[src/rtl/nbit_timer_if.sv]
// nbit_timer_if -- control/status bundle for nbit_timer.
//   master: drives en, dir, wrap, load, load_val; observes count, tick, wrapped, done
//   slave : the timer side (inverse directions)
//   WIDTH : width of load_val and count
interface nbit_timer_if #(
  parameter int unsigned WIDTH = 4
) ();
  logic             en;
  logic             dir;
  logic             wrap;
  logic             load;
  logic [WIDTH-1:0] load_val;
  logic [WIDTH-1:0] count;
  logic             tick;
  logic             wrapped;
  logic             done;

  modport master (
    output en, dir, wrap, load, load_val,
    input  count, tick, wrapped, done
  );

  modport slave (
    input  en, dir, wrap, load, load_val,
    output count, tick, wrapped, done
  );
endinterface

[src/rtl/nbit_timer.sv]
// nbit_timer -- prescaled up/down counter with wrap-around and one-shot modes.
//   clk          : single clock, rising edge
//   rst_n        : synchronous active-low reset
//   bus (slave)  : en       run enable (level)
//                  dir      1 = up, 0 = down (sampled on step edges)
//                  wrap     1 = wrap-around, 0 = one-shot (sampled on step edges)
//                  load     synchronous load strobe, overrides counting
//                  load_val load value, clamped to MAX_VAL
//                  count    registered counter value
//                  tick     one-cycle pulse on every step edge
//                  wrapped  one-cycle pulse when the count rolls over
//                  done     high while the one-shot has finished
// The prescaler is a clock enable only: count advances once every DIV clocks
// while running, the first step landing DIV clocks after entering RUN.
module nbit_timer #(
  parameter int unsigned     CLK_HZ  = 12000000,
  parameter int unsigned     TICK_HZ = 1,
  parameter int unsigned     WIDTH   = 4,
  parameter longint unsigned MAX_VAL = (64'd1 << WIDTH) - 64'd1
) (
  input  logic          clk,
  input  logic          rst_n,
  nbit_timer_if.slave   bus
);

  localparam int unsigned      DIV        = CLK_HZ / TICK_HZ;
  localparam int unsigned      PW         = (DIV > 1) ? $clog2(DIV) : 1;
  localparam logic [WIDTH-1:0] MAX_V      = WIDTH'(MAX_VAL);
  localparam logic [PW-1:0]    PRESC_LAST = PW'(DIV - 1);

  // Elaboration-time parameter sanity.
  if (DIV < 2) begin : g_bad_div
    $error("nbit_timer: CLK_HZ/TICK_HZ must be >= 2");
  end
  if (WIDTH < 1 || WIDTH > 32) begin : g_bad_width
    $error("nbit_timer: WIDTH must be 1..32");
  end
  if (MAX_VAL < 1 || MAX_VAL > ((64'd1 << WIDTH) - 64'd1)) begin : g_bad_max
    $error("nbit_timer: MAX_VAL must be 1..2**WIDTH-1");
  end

  typedef enum logic [1:0] {
    IDLE = 2'd0,
    RUN  = 2'd1,
    DONE = 2'd2
  } state_t;

  state_t           state_q, state_d;
  logic [PW-1:0]    presc_q, presc_d;
  logic [WIDTH-1:0] count_q, count_d;
  logic             tick_q, tick_d;
  logic             wrapped_q, wrapped_d;
  logic             done_q, done_d;

  // Direction-dependent step helpers.
  logic [WIDTH-1:0] term_val;     // one-shot terminal value
  logic [WIDTH-1:0] roll_val;     // value after rolling over the terminal
  logic [WIDTH-1:0] stepped_val;  // plain +1 / -1 result
  logic [WIDTH-1:0] load_clamped;
  logic             at_term;

  always_comb begin
    term_val     = bus.dir ? MAX_V : '0;
    roll_val     = bus.dir ? '0 : MAX_V;
    stepped_val  = bus.dir ? (count_q + 1'b1) : (count_q - 1'b1);
    at_term      = (count_q == term_val);
    load_clamped = (bus.load_val > MAX_V) ? MAX_V : bus.load_val;
  end

  always_comb begin
    state_d   = state_q;
    presc_d   = presc_q;
    count_d   = count_q;
    tick_d    = 1'b0;
    wrapped_d = 1'b0;

    if (bus.load) begin
      count_d = load_clamped;
      presc_d = '0;
      state_d = IDLE;
    end else begin
      unique case (state_q)
        IDLE: begin
          presc_d = '0;
          if (bus.en) state_d = RUN;
        end
        RUN: begin
          if (!bus.en) begin
            // Pause: partial prescaler progress is discarded.
            state_d = IDLE;
            presc_d = '0;
          end else if (presc_q != PRESC_LAST) begin
            presc_d = presc_q + 1'b1;
          end else begin
            presc_d = '0;
            tick_d  = 1'b1;
            if (at_term) begin
              if (bus.wrap) begin
                count_d   = roll_val;
                wrapped_d = 1'b1;
              end else begin
                // One-shot already sitting on its terminal: hold and finish.
                state_d = DONE;
              end
            end else begin
              count_d = stepped_val;
              if (!bus.wrap && stepped_val == term_val) state_d = DONE;
            end
          end
        end
        DONE: begin
          presc_d = '0;
          if (!bus.en) state_d = IDLE;
        end
        default: begin
          state_d = IDLE;
          presc_d = '0;
        end
      endcase
    end

    done_d = (state_d == DONE);
  end

  always_ff @(posedge clk) begin
    if (!rst_n) begin
      state_q   <= IDLE;
      presc_q   <= '0;
      count_q   <= '0;
      tick_q    <= 1'b0;
      wrapped_q <= 1'b0;
      done_q    <= 1'b0;
    end else begin
      state_q   <= state_d;
      presc_q   <= presc_d;
      count_q   <= count_d;
      tick_q    <= tick_d;
      wrapped_q <= wrapped_d;
      done_q    <= done_d;
    end
  end

  assign bus.count   = count_q;
  assign bus.tick    = tick_q;
  assign bus.wrapped = wrapped_q;
  assign bus.done    = done_q;

endmodule
[src/flat_wrapper.sv]
// flat-port wrapper written by rule: the top's interface ports become plain ports
module nbit_timer_flat 
#(
  parameter int unsigned     CLK_HZ  = 12000000,
  parameter int unsigned     TICK_HZ = 1,
  parameter int unsigned     WIDTH   = 4,
  parameter longint unsigned MAX_VAL = (64'd1 << WIDTH) - 64'd1
)
  (clk, rst_n, bus_en, bus_dir, bus_wrap, bus_load, bus_load_val, bus_count, bus_tick, bus_wrapped, bus_done);
  nbit_timer_if #(.WIDTH(WIDTH)) bus_i ();
  input  logic clk;
  input  logic rst_n;
  input wire logic [$bits(bus_i.en)-1:0] bus_en;
  input wire logic [$bits(bus_i.dir)-1:0] bus_dir;
  input wire logic [$bits(bus_i.wrap)-1:0] bus_wrap;
  input wire logic [$bits(bus_i.load)-1:0] bus_load;
  input wire logic [$bits(bus_i.load_val)-1:0] bus_load_val;
  output wire logic [$bits(bus_i.count)-1:0] bus_count;
  output wire logic [$bits(bus_i.tick)-1:0] bus_tick;
  output wire logic [$bits(bus_i.wrapped)-1:0] bus_wrapped;
  output wire logic [$bits(bus_i.done)-1:0] bus_done;
  assign bus_i.en = bus_en;
  assign bus_i.dir = bus_dir;
  assign bus_i.wrap = bus_wrap;
  assign bus_i.load = bus_load;
  assign bus_i.load_val = bus_load_val;
  assign bus_count = bus_i.count;
  assign bus_tick = bus_i.tick;
  assign bus_wrapped = bus_i.wrapped;
  assign bus_done = bus_i.done;
  nbit_timer #(.CLK_HZ(CLK_HZ), .TICK_HZ(TICK_HZ), .WIDTH(WIDTH), .MAX_VAL(MAX_VAL)) u_core (.clk(clk), .rst_n(rst_n), .bus(bus_i));
endmodule
[config.mk]
export PLATFORM = sky130hd
export DESIGN_NAME = nbit_timer_flat
export DESIGN_NICKNAME = d
export VERILOG_FILES = /design/src/rtl/nbit_timer_if.sv /design/src/rtl/nbit_timer.sv /design/src/flat_wrapper.sv
export SDC_FILE = /design/constraint.sdc
export NUM_CORES = 1
export LEC_CHECK = 0
export ABC_CLOCK_PERIOD_IN_PS = 2800
export CORE_ASPECT_RATIO = 0.9
export CORE_MARGIN = 5
export CORE_UTILIZATION = 53
export CTS_BUF_LIST = sky130_fd_sc_hd__clkbuf_8
export DETAILED_ROUTE_END_ITERATION = 12
export GPL_TIMING_DRIVEN = 0
export PLACE_DENSITY = 0.75
export SETUP_SLACK_MARGIN = 0.05
export SYNTH_ARGS = -nofsm -noshare
export SYNTH_HDL_FRONTEND = slang
export SYNTH_SLANG_ARGS = --single-unit
[constraint.sdc]
create_clock -name clk -period 2.8 [get_ports clk]
set_clock_uncertainty 0.1 [all_clocks]
set_input_delay 0.56 -clock clk [delete_from_list [all_inputs] [get_ports clk]]
set_output_delay 0.56 -clock clk [all_outputs]
set_load 0.02 [all_outputs]
* Word-level counts from Yosys, hierarchy flattened *
Cells that the tools add are included.
Widths: inputs -> output; s select.

operators by class
  add/subtract/negate cells = 3
  order comparisons = 1
  equal/unequal tests = 8
  multiplexer cells = 21
  bitwise gates (word level) = 5
  reduce and logical (&&, ||, !) cells = 9

operator list
  operator               count
  $mux 4                 10
  $add 24x1->24 const B  1
  $ne 24x24->1 const B   1
  $mux 2                 8
  $eq 4x4->1             2
  $pmux 2 s3             1
  $reduce_or 6->1        1
  $not 1->1              5
  $reduce_or 5->1        1
  $add 4x1->4 const B    1
  $eq 2x2->1 const B     2
  $gt 4x4->1 const B     1
  $reduce_and 4->1       1
  $reduce_bool 2->1      2
  $reduce_or 4->1        1
  $sub 4x1->4 const B    1
  $ne 3x3->1 const B     1
  $eq 2x1->1 const B     1
  $logic_not 2->1        1
  $mux 1                 2
  $ne 2x2->1 const B     1
  $logic_and 1x1->1      1
  $logic_not 1->1        1

storage, ports and cells
  register bits = 33
  input bits = 10
  word-level logic and storage cells = 53

* Longest topological paths before layout *
Gate-level depths: netlist (run 1).

  depth after elaboration = 11
  mapped depth = 8
  gate-level depth less buffers = 7

* Worst setup path before layout (run 1) *
OpenSTA, ideal clock, no wires.

  path type = input to register
  start = in bus_dir
  end = reg u_core.count_q[3] (netlist: u_core.bus.count[3])
  setup time = 0.086 ns
  arrival time = 2.035 ns
  setup slack = 0.579 ns
  stages on the path = 7
  cell sequence = inv_1 -> ha_1 -> a21o_1 -> a21oi_1 -> xnor3_1 -> or2_2 -> a211oi_1

on the way
  word-level cells in the longest chain between the ends = 7

ends and longest elaborated chain
  element                                      line                                source
  start: declaration                           flat_wrapper.sv:14                  input wire logic [$bits(bus_i.dir)-1:0] bus_dir;
  $mux 4 (on tied branches)                    nbit_timer.sv:63, nbit_timer.sv:64
  $eq 4x4->1 / $mux 4 (equally long branches)  nbit_timer.sv:66, nbit_timer.sv:98
  $mux 4                                       nbit_timer.sv:97                    if (at_term) begin
  $mux 4                                       nbit_timer.sv:92                    end else if (presc_q != PRESC_LAST) begin
  $mux 4                                       nbit_timer.sv:88                    if (!bus.en) begin
  $mux 4                                       nbit_timer.sv:82                    unique case (state_q)
  $mux 4                                       nbit_timer.sv:77                    if (bus.load) begin
  end signal: assignment                       nbit_timer.sv:136                   count_q <= count_d;
  end: declaration                             nbit_timer.sv:50                    logic [WIDTH-1:0] count_q, count_d;

Parallel ways exist; a longest one is shown, timed or not. The select of a mux whose other input is x is not followed.
A chain may end at the register's enable or synchronous reset.

* Final worst setup path (run 1) *
  start = reg u_core.presc_q[0]
  end = reg u_core.presc_q[7]

on the way
  word-level cells in the longest chain between the ends = 3

ends and longest elaborated chain
  element                                                line               source
  start: declaration                                     nbit_timer.sv:49   logic [PW-1:0] presc_q, presc_d;
  start signal: assignment                               nbit_timer.sv:135  presc_q <= presc_d;
  branches (longest 3 deep; another with $add 24x1->24)  n/a

Parallel ways; which one is timed is not known.

==> parameters.txt, run 1 <==
Parameter                              Value

Flow run
  Max-cap violation count ... 0

Die
  Row Count ... 19
  Floorplan die width ... 70.5 µm
  Die boundary height ... 64.5 µm
  Effective utilization at floorplan ... 56.1%
  Die Area ... 4550 µm²
  Core Footprint ... 3110 µm²
  Number of primary I/O pins ... 17

CTS
  CTS clk-pin slew, worst paths ... 0.06 ns
  H-tree level count ... 2
  Worst-Skew Late Latency ... 0.28 ns
  Number of buffers created by CTS ... 5
  Sink count of the clock tree ... 33
  Number of buffers on the longest clock path ... 2
  TritonCTS clock tree ... built
  Buffer cell driving the clock tree root ... sky130_fd_sc_hd__clkbuf_8
  Count of hold-fix buffers inserted at cts ... 0

Setup path
  CP endpoint kind ... flop
  Worst EP required ... 2.87 ns
  Cell-by-cell listing of the critical path ... ha_1, nand4_1, nor4_1, and4_1, or2_2, buf_2, buf_2, nor2_1
  Reg-to-Reg Start ... u_core.presc_q[0]
  Kind of critical path ... reg2reg
  Startpoint types ... flop
  Cell at the slowest stage of the critical path ... sky130_fd_sc_hd__nor4_1
  Arrival time at the worst endpoint ... 2.47 ns
  Most common cell on crit path ... sky130_fd_sc_hd__buf_2
  Register-to-Register Path Depth ... 8
  Reg-to-reg setup timing slack ... 0.39 ns
  Category of cells accounting for the largest share of critical-path delay ... simple AND/OR/NAND/NOR gates
  Maximum net fanout on the critical path ... 10
  Crit path depth ... 8
  Worst stage delay on the critical path ... 0.43 ns
  Buf+Inv Stages, Crit Path ... 2
  Worst r2r dst ... u_core.presc_q[7]

Timing
  Worst hold slack across all endpoints ... 0.375 ns
  Total negative slack ... 0 ns
  Worst max-slew margin expressed relative to the limit ... 49.9%
  Count of final max-slew check failures ... 0
  Share of the clock period used by the worst path after layout ... 86.0%
  Unrepaired setup endpoints after global routing ... false
  Time the worst path needs with I/O delays and setup ... 2.41 ns
  Pin slew with the least headroom to its limit ... 0.745 ns
  Setup ws final ... 0.392 ns
  Final Hold Vio Count ... 0
  Max Clk Rate ... 415 MHz
  Final setup violation count ... 0

GRT
  Vias in the first global route ... 1412
  Overall fraction of global-route tracks in use ... 17.9%
  Largest net degree at the start of global routing ... 11
  Wire length of the first global-routing pass ... 6.54 mm
  Aggregate global routing overflow ... 0
  Initial antenna violation count ... 0

Synth
  Cell area after technology mapping ... 1750 µm²
  Sequential area share after synthesis ... 37.8%
  Mean cell area of the mapped netlist ... 8.52 µm²
  Post-synth EDFFs ... 0
  Register bit count reported by yosys ... 33
  Total nets after synthesis ... 219
  Count of warnings emitted by yosys ... 0
  Fraction of registers with async set/reset ... 0%
  Count of distinct cell types in the synthesized netlist ... 45
  Synthesized instance count ... 205
  Dominant register cell in the synthesized netlist ... sky130_fd_sc_hd__dfxtp_1

Final layout
  Area Overhead vs Synth ... 17.5%
  Proportion of layout cells with a drive suffix above 1 ... 8.77%
  Fin nets ... 242
  Antenna diode instance count ... 0
  Final Cell Area ... 2050 µm²
  Fin cells ... 270

Place
  Routability-driven placement congestion ratio ... 0.846
  Port buffer count ... 16
  Placement Cell Area ... 1960 µm²
  Dpl ws ... -0.256 ns
  Placed insts ... 263
  DP HPWL ... 2.83 mm

Power
  Register share of total power ... 51.4%
  Switching share of power ... 23.5%
  Fraction of power consumed by combinational cells ... 10.8%
  Total net switching power ... 219 µW
  Maximum VDD drop ... 365 µV
  Leakage ... 0.000670 µW
  Internal power component ... 714 µW
  Share of power burned in the clock network ... 37.8%
  Pwr dens ... 455 nW/µm²

Routing
  Iter 0 DRT Violations ... 83
  Post-route DRC violation count ... 0
  Vias after detailed routing ... 1513
  Routed len/inst ... 13.9 µm
  Total wire length ... 3.76 mm
  Via density per instance ... 5.60
  Remaining number of nets flagged by the antenna check after routing ... 0
  Iteration count of the initial detailed-routing pass ... 4

Hold path
  Worst Hold Launch ... u_core.presc_q[0]
  Worst hold path depth ... 1
  Type of the tightest min-delay check ... reg2reg
  Endpoint of the worst hold path ... u_core.presc_q[0]

Run status
  Run status ... complete, no violations
[cell usage in the layout (no fill, tap or decap), drive strengths merged, types with 2 or more instances in the layout]
master,instances
xor2,7
nand3,11
clkbuf,9
dfxtp,33
or3,2
or4b,2
nor3b,4
or4,2
nand4,6
clkdlybuf4s50,15
buf,3
nor3,8
o21ai,7
nand2,12
nand2b,4
nor4,6
or2,2
a211oi,3
xnor2,16
o22ai,2
and3,5
and4,3
inv,10
nor2,33
a21oi,4
o21a,2
ha,3
[worst max-delay path by stage]
stage	start	slack (ns)	endpoint
after detailed placement	bus_dir	-0.26	u_core.bus.count[3]
after global routing	u_core.presc_q[0]	0.25	u_core.presc_q[11]
after global placement	bus_dir	-0.27	u_core.bus.count[3]
final	u_core.presc_q[0]	0.39	u_core.presc_q[7]
after floorplan	bus_dir	0.58	u_core.bus.count[3]
after CTS	bus_dir	0.11	u_core.bus.count[3]
[power by group through the flow]
stage	registers, µW	logic [µW]	clock network, µW
2_1_floorplan	494	56.1	0
3_3_place_gp	490	95.6	0
3_5_place_dp	490	97.6	0
4_1_cts	480	99.1	355
5_1_grt	480	110	384
6_report	480	100	353
[cell type report]
type | count | area [µm²]
Inverter | 9 | 33.8
Multi-Input combinational cell | 157 | 1030
Buffer | 6 | 26.3
Clock inverter | 1 | 3.75
Timing Repair Buffer | 16 | 163
Tap cell | 42 | 52.6
Sequential cell | 33 | 661
Fill cell | 264 | 1060
Clock buffer | 6 | 82.6
[timing repair]
| item | 4_1_cts | 5_1_grt |
|---|---|---|
| endpoints found under the setup margin | 1 | 1 |
| resized for setup | 1 | 1 |
| cloned | 0 | 0 |
| setup buffers | 0 | 0 |
[registers in the layout, summed over array words and instances (netlist names)]
signal	count
u_core.state_q	2
u_core.presc_q	24
u_core.bus.count	4
u_core.bus.wrapped	1
u_core.bus.tick	1
u_core.bus.done	1
[synthesized netlist by cell type (2+ instances only)]
| library cell | n | area, µm² |
|---|---|---|
| sky130_fd_sc_hd__a211oi_1 | 3 | 22.5 |
| sky130_fd_sc_hd__nand2b_1 | 4 | 25.0 |
| sky130_fd_sc_hd__xor2_1 | 7 | 61.3 |
| sky130_fd_sc_hd__xnor2_1 | 16 | 140 |
| sky130_fd_sc_hd__nor4_1 | 4 | 25.0 |
| sky130_fd_sc_hd__nor3_1 | 8 | 40.0 |
| sky130_fd_sc_hd__inv_1 | 9 | 33.8 |
| sky130_fd_sc_hd__a21oi_1 | 4 | 20.0 |
| sky130_fd_sc_hd__or3_2 | 2 | 15.0 |
| sky130_fd_sc_hd__o21a_1 | 2 | 15.0 |
| sky130_fd_sc_hd__clkbuf_1 | 3 | 11.3 |
| sky130_fd_sc_hd__o21ai_0 | 7 | 35.0 |
| sky130_fd_sc_hd__nand3_1 | 10 | 50.1 |
| sky130_fd_sc_hd__nand4_1 | 6 | 37.5 |
| sky130_fd_sc_hd__or2_2 | 2 | 12.5 |
| sky130_fd_sc_hd__nor3b_1 | 4 | 30.0 |
| sky130_fd_sc_hd__o22ai_1 | 2 | 12.5 |
| sky130_fd_sc_hd__buf_2 | 3 | 15.0 |
| sky130_fd_sc_hd__nor2_1 | 32 | 120 |
| sky130_fd_sc_hd__dfxtp_1 | 33 | 661 |
| sky130_fd_sc_hd__and3_1 | 5 | 31.3 |
| sky130_fd_sc_hd__ha_1 | 3 | 37.5 |
| sky130_fd_sc_hd__nand2_1 | 12 | 45.0 |
| sky130_fd_sc_hd__and4_1 | 3 | 26.3 |
[per-stage QoR]
stage	util [%]	total power (µW)
2_1_floorplan	-	550
3_3_place_gp	62.9	585
3_5_place_dp	62.9	588
4_1_cts	65.8	934
5_1_grt	65.9	974
6_report	65.9	933
[per-layer routing]
metal | wire length (µm) | GRT usage, % | vias up | part of all wire (%)
met4 | 36 | 6.46 | 0 | 0.96
met3 | 181 | 5.26 | 5 | 4.8
met1 | 1950 | 25.6 | 719 | 52
met2 | 1590 | 25.5 | 26 | 42
li1 | - | - | 763 | -
met5 | 0 | 0 | - | 0
[cell families after synthesis]
kind of cell | after synthesis | synth area share [%]
simple gates | 105 | 33.9
flops | 33 | 37.8
compound gates | 24 | 8.74
xor+xnor | 24 | 12.8
buf+inv | 15 | 3.44
fa+ha+maj | 4 | 3.30
No activity file was read; power rests on OpenSTA's default activity.
==> inputs of run 2 (changes only) <==
CAP_MARGIN = 0   (was default)
==> results of run 2 <==
No change in the layout: final DEF, timing and power equal those of run 1.
==> inputs of run 3 (changes only) <==
GPL_ROUTABILITY_DRIVEN = 0   (was default)
PLACE_DENSITY = 0.72   (was 0.75)
==> parameters.txt, run 3 (same netlist as run 1, synthesis figures left out) <==
Parameter                              Value

Run status
  Run status ... complete, no violations

Timing
  Worst hold slack across all endpoints ... 0.381 ns
  Final setup violation count ... 0
  Unrepaired setup endpoints after global routing ... false
  Pin slew with the least headroom to its limit ... 0.806 ns
  Worst max-slew margin expressed relative to the limit ... 45.8%
  Total negative slack ... 0 ns
  Count of final max-slew check failures ... 0
  Share of the clock period used by the worst path after layout ... 86.2%
  Max Clk Rate ... 414 MHz
  Setup ws final ... 0.387 ns
  Time the worst path needs with I/O delays and setup ... 2.41 ns
  Final Hold Vio Count ... 0

Routing
  Iteration count of the initial detailed-routing pass ... 4
  Via density per instance ... 5.73
  Vias after detailed routing ... 1552
  Post-route DRC violation count ... 0
  Routed len/inst ... 14.3 µm
  Total wire length ... 3.87 mm
  Remaining number of nets flagged by the antenna check after routing ... 0
  Detailed route wirelength on metal3 ... 209 µm
  Topmost layer with routed signal wires ... met4
  Iter 0 DRT Violations ... 106
  DR WL met2 ... 1.79 mm
  Met1 Wirelength ... 1.81 mm

GRT
  Overall fraction of global-route tracks in use ... 18.5%
  Wire length of the first global-routing pass ... 6.75 mm
  Aggregate global routing overflow ... 0
  Vias in the first global route ... 1489
  Initial antenna violation count ... 0
  Largest net degree at the start of global routing ... 12

Setup path
  Cell-by-cell listing of the critical path ... ha_1, nand4_1, nor4_1, and4_1, or2_2, buf_2, buf_2, nor2_1
  Worst EP required ... 2.88 ns
  Worst stage delay on the critical path ... 0.43 ns
  Most common cell on crit path ... sky130_fd_sc_hd__buf_2
  Maximum net fanout on the critical path ... 10
  Arrival time at the worst endpoint ... 2.49 ns
  Startpoint types ... flop
  Category of cells accounting for the largest share of critical-path delay ... simple AND/OR/NAND/NOR gates
  Cell at the slowest stage of the critical path ... sky130_fd_sc_hd__nor4_1
  CP endpoint kind ... flop
  Buf+Inv Stages, Crit Path ... 2
  Kind of critical path ... reg2reg

Final layout
  Final core occ ... 65.9%
  Number of flip-flops in the largest register ... 24
  Combined area of the multi-input logic cells ... 1030 µm²
  Area Overhead vs Synth ... 17.5%
  Filler cells ... 253
  Antenna diode instance count ... 0
  Highest-count cells in the layout ignoring fill and taps ... 33 x sky130_fd_sc_hd__dfxtp_1, 32 x sky130_fd_sc_hd__nor2_1, 16 x sky130_fd_sc_hd__xnor2_1
  Proportion of layout cells with a drive suffix above 1 ... 9.61%
  Most common cell after layout, fill and taps aside ... sky130_fd_sc_hd__dfxtp_1
  Top register by number of flip-flops ... u_core.presc_q
  Fin nets ... 242
  Area used by sequential logic in the layout ... 661 µm²

Place
  DP HPWL ... 2.98 mm
  Port buffer count ... 16
  Dpl ws ... -0.254 ns

CTS
  Count of hold-fix buffers inserted at cts ... 0
  Buffer cell driving the clock tree root ... sky130_fd_sc_hd__clkbuf_8
  Resize count post-CTS ... 1
  Number of buffers created by CTS ... 5
  H-tree level count ... 2
  TritonCTS clock tree ... built
  Sink count of the clock tree ... 33
  Worst-Skew Late Latency ... 0.29 ns
  Post-CTS repair timing setup buffer count ... 0
  CTS clk-pin slew, worst paths ... 0.07 ns
  Number of buffers on the longest clock path ... 2

Power
  Switching share of power ... 25.1%
  Total power of the final layout ... 926 µW
  Total net switching power ... 233 µW
  Fraction of power consumed by combinational cells ... 11.1%
  Maximum VDD drop ... 335 µV
  Internal power component ... 694 µW
  Pwr dens ... 451 nW/µm²
  Register share of total power ... 51.8%
  Share of power burned in the clock network ... 37.1%
  Leakage ... 0.000665 µW

Die
  Floorplan die width ... 70.5 µm
  Die boundary height ... 64.5 µm
  Effective utilization at floorplan ... 56.1%
  Number of primary I/O pins ... 17
  Core Footprint ... 3110 µm²
  Die Area ... 4550 µm²
  Row Count ... 19

Flow run
  Max-cap violation count ... 0

Hold path
  Type of the tightest min-delay check ... reg2reg
-- run 3: changes by cell type in the layout (fill, tap and decap cells not counted) --
cell and delta:
sky130_fd_sc_hd__clkinv_2 +2, sky130_fd_sc_hd__clkinvlp_4 +1, sky130_fd_sc_hd__clkbuf_8 -1, sky130_fd_sc_hd__inv_1 -1
-- run 3: through the flow --
| step | area (µm²) | instances |
|---|---|---|
| detailed placement | 1960 | 263 |
| global placement | 1960 | 263 |
| finish | 2050 | 271 |
| floorplan | 1750 | 205 |
| CTS | 2050 | 271 |
| global route | 2050 | 271 |
-- run 3: area by class of cell --
class	count	area share, %
multi-input cells	157	50.2
flip-flops and latches	33	32.2
repair buffers	16	7.93
clock buffers	5	3.35
well taps	42	2.56
inverters	9	1.65
plain buffers	6	1.28
clock inverters	3	0.854
-- run 3: layer usage --
metal / GRT usage, % / vias up
met5: 0 / -
met4: 7.18 / 0
met3: 4.02 / 7
li1: - / 764
met2: 30.5 / 42
met1: 23.8 / 739
-- run 3: path summary, 6_finish.rpt --
| path | from | endpoint | slack, ns | cells after the start |
|---|---|---|---|---|
| setup reg to reg | u_core.presc_q[0] | u_core.presc_q[5] | 0.39 | 8 |
| setup / recovery | u_core.presc_q[0] | u_core.presc_q[5] | 0.39 | 8 |
| hold / removal | u_core.presc_q[0] | u_core.presc_q[0] | 0.38 | 1 |
| hold reg to reg | u_core.presc_q[0] | u_core.presc_q[0] | 0.38 | 1 |
-- run 3: power by group through the flow --
stage               clock network [µW]  registers, µW  logic, µW
global placement                     0            490       94.8
CTS                                353            479        102
floorplan                            0            494       56.1
finish                             344            480        103
global route                       369            480        114
detailed placement                   0            490       99.4
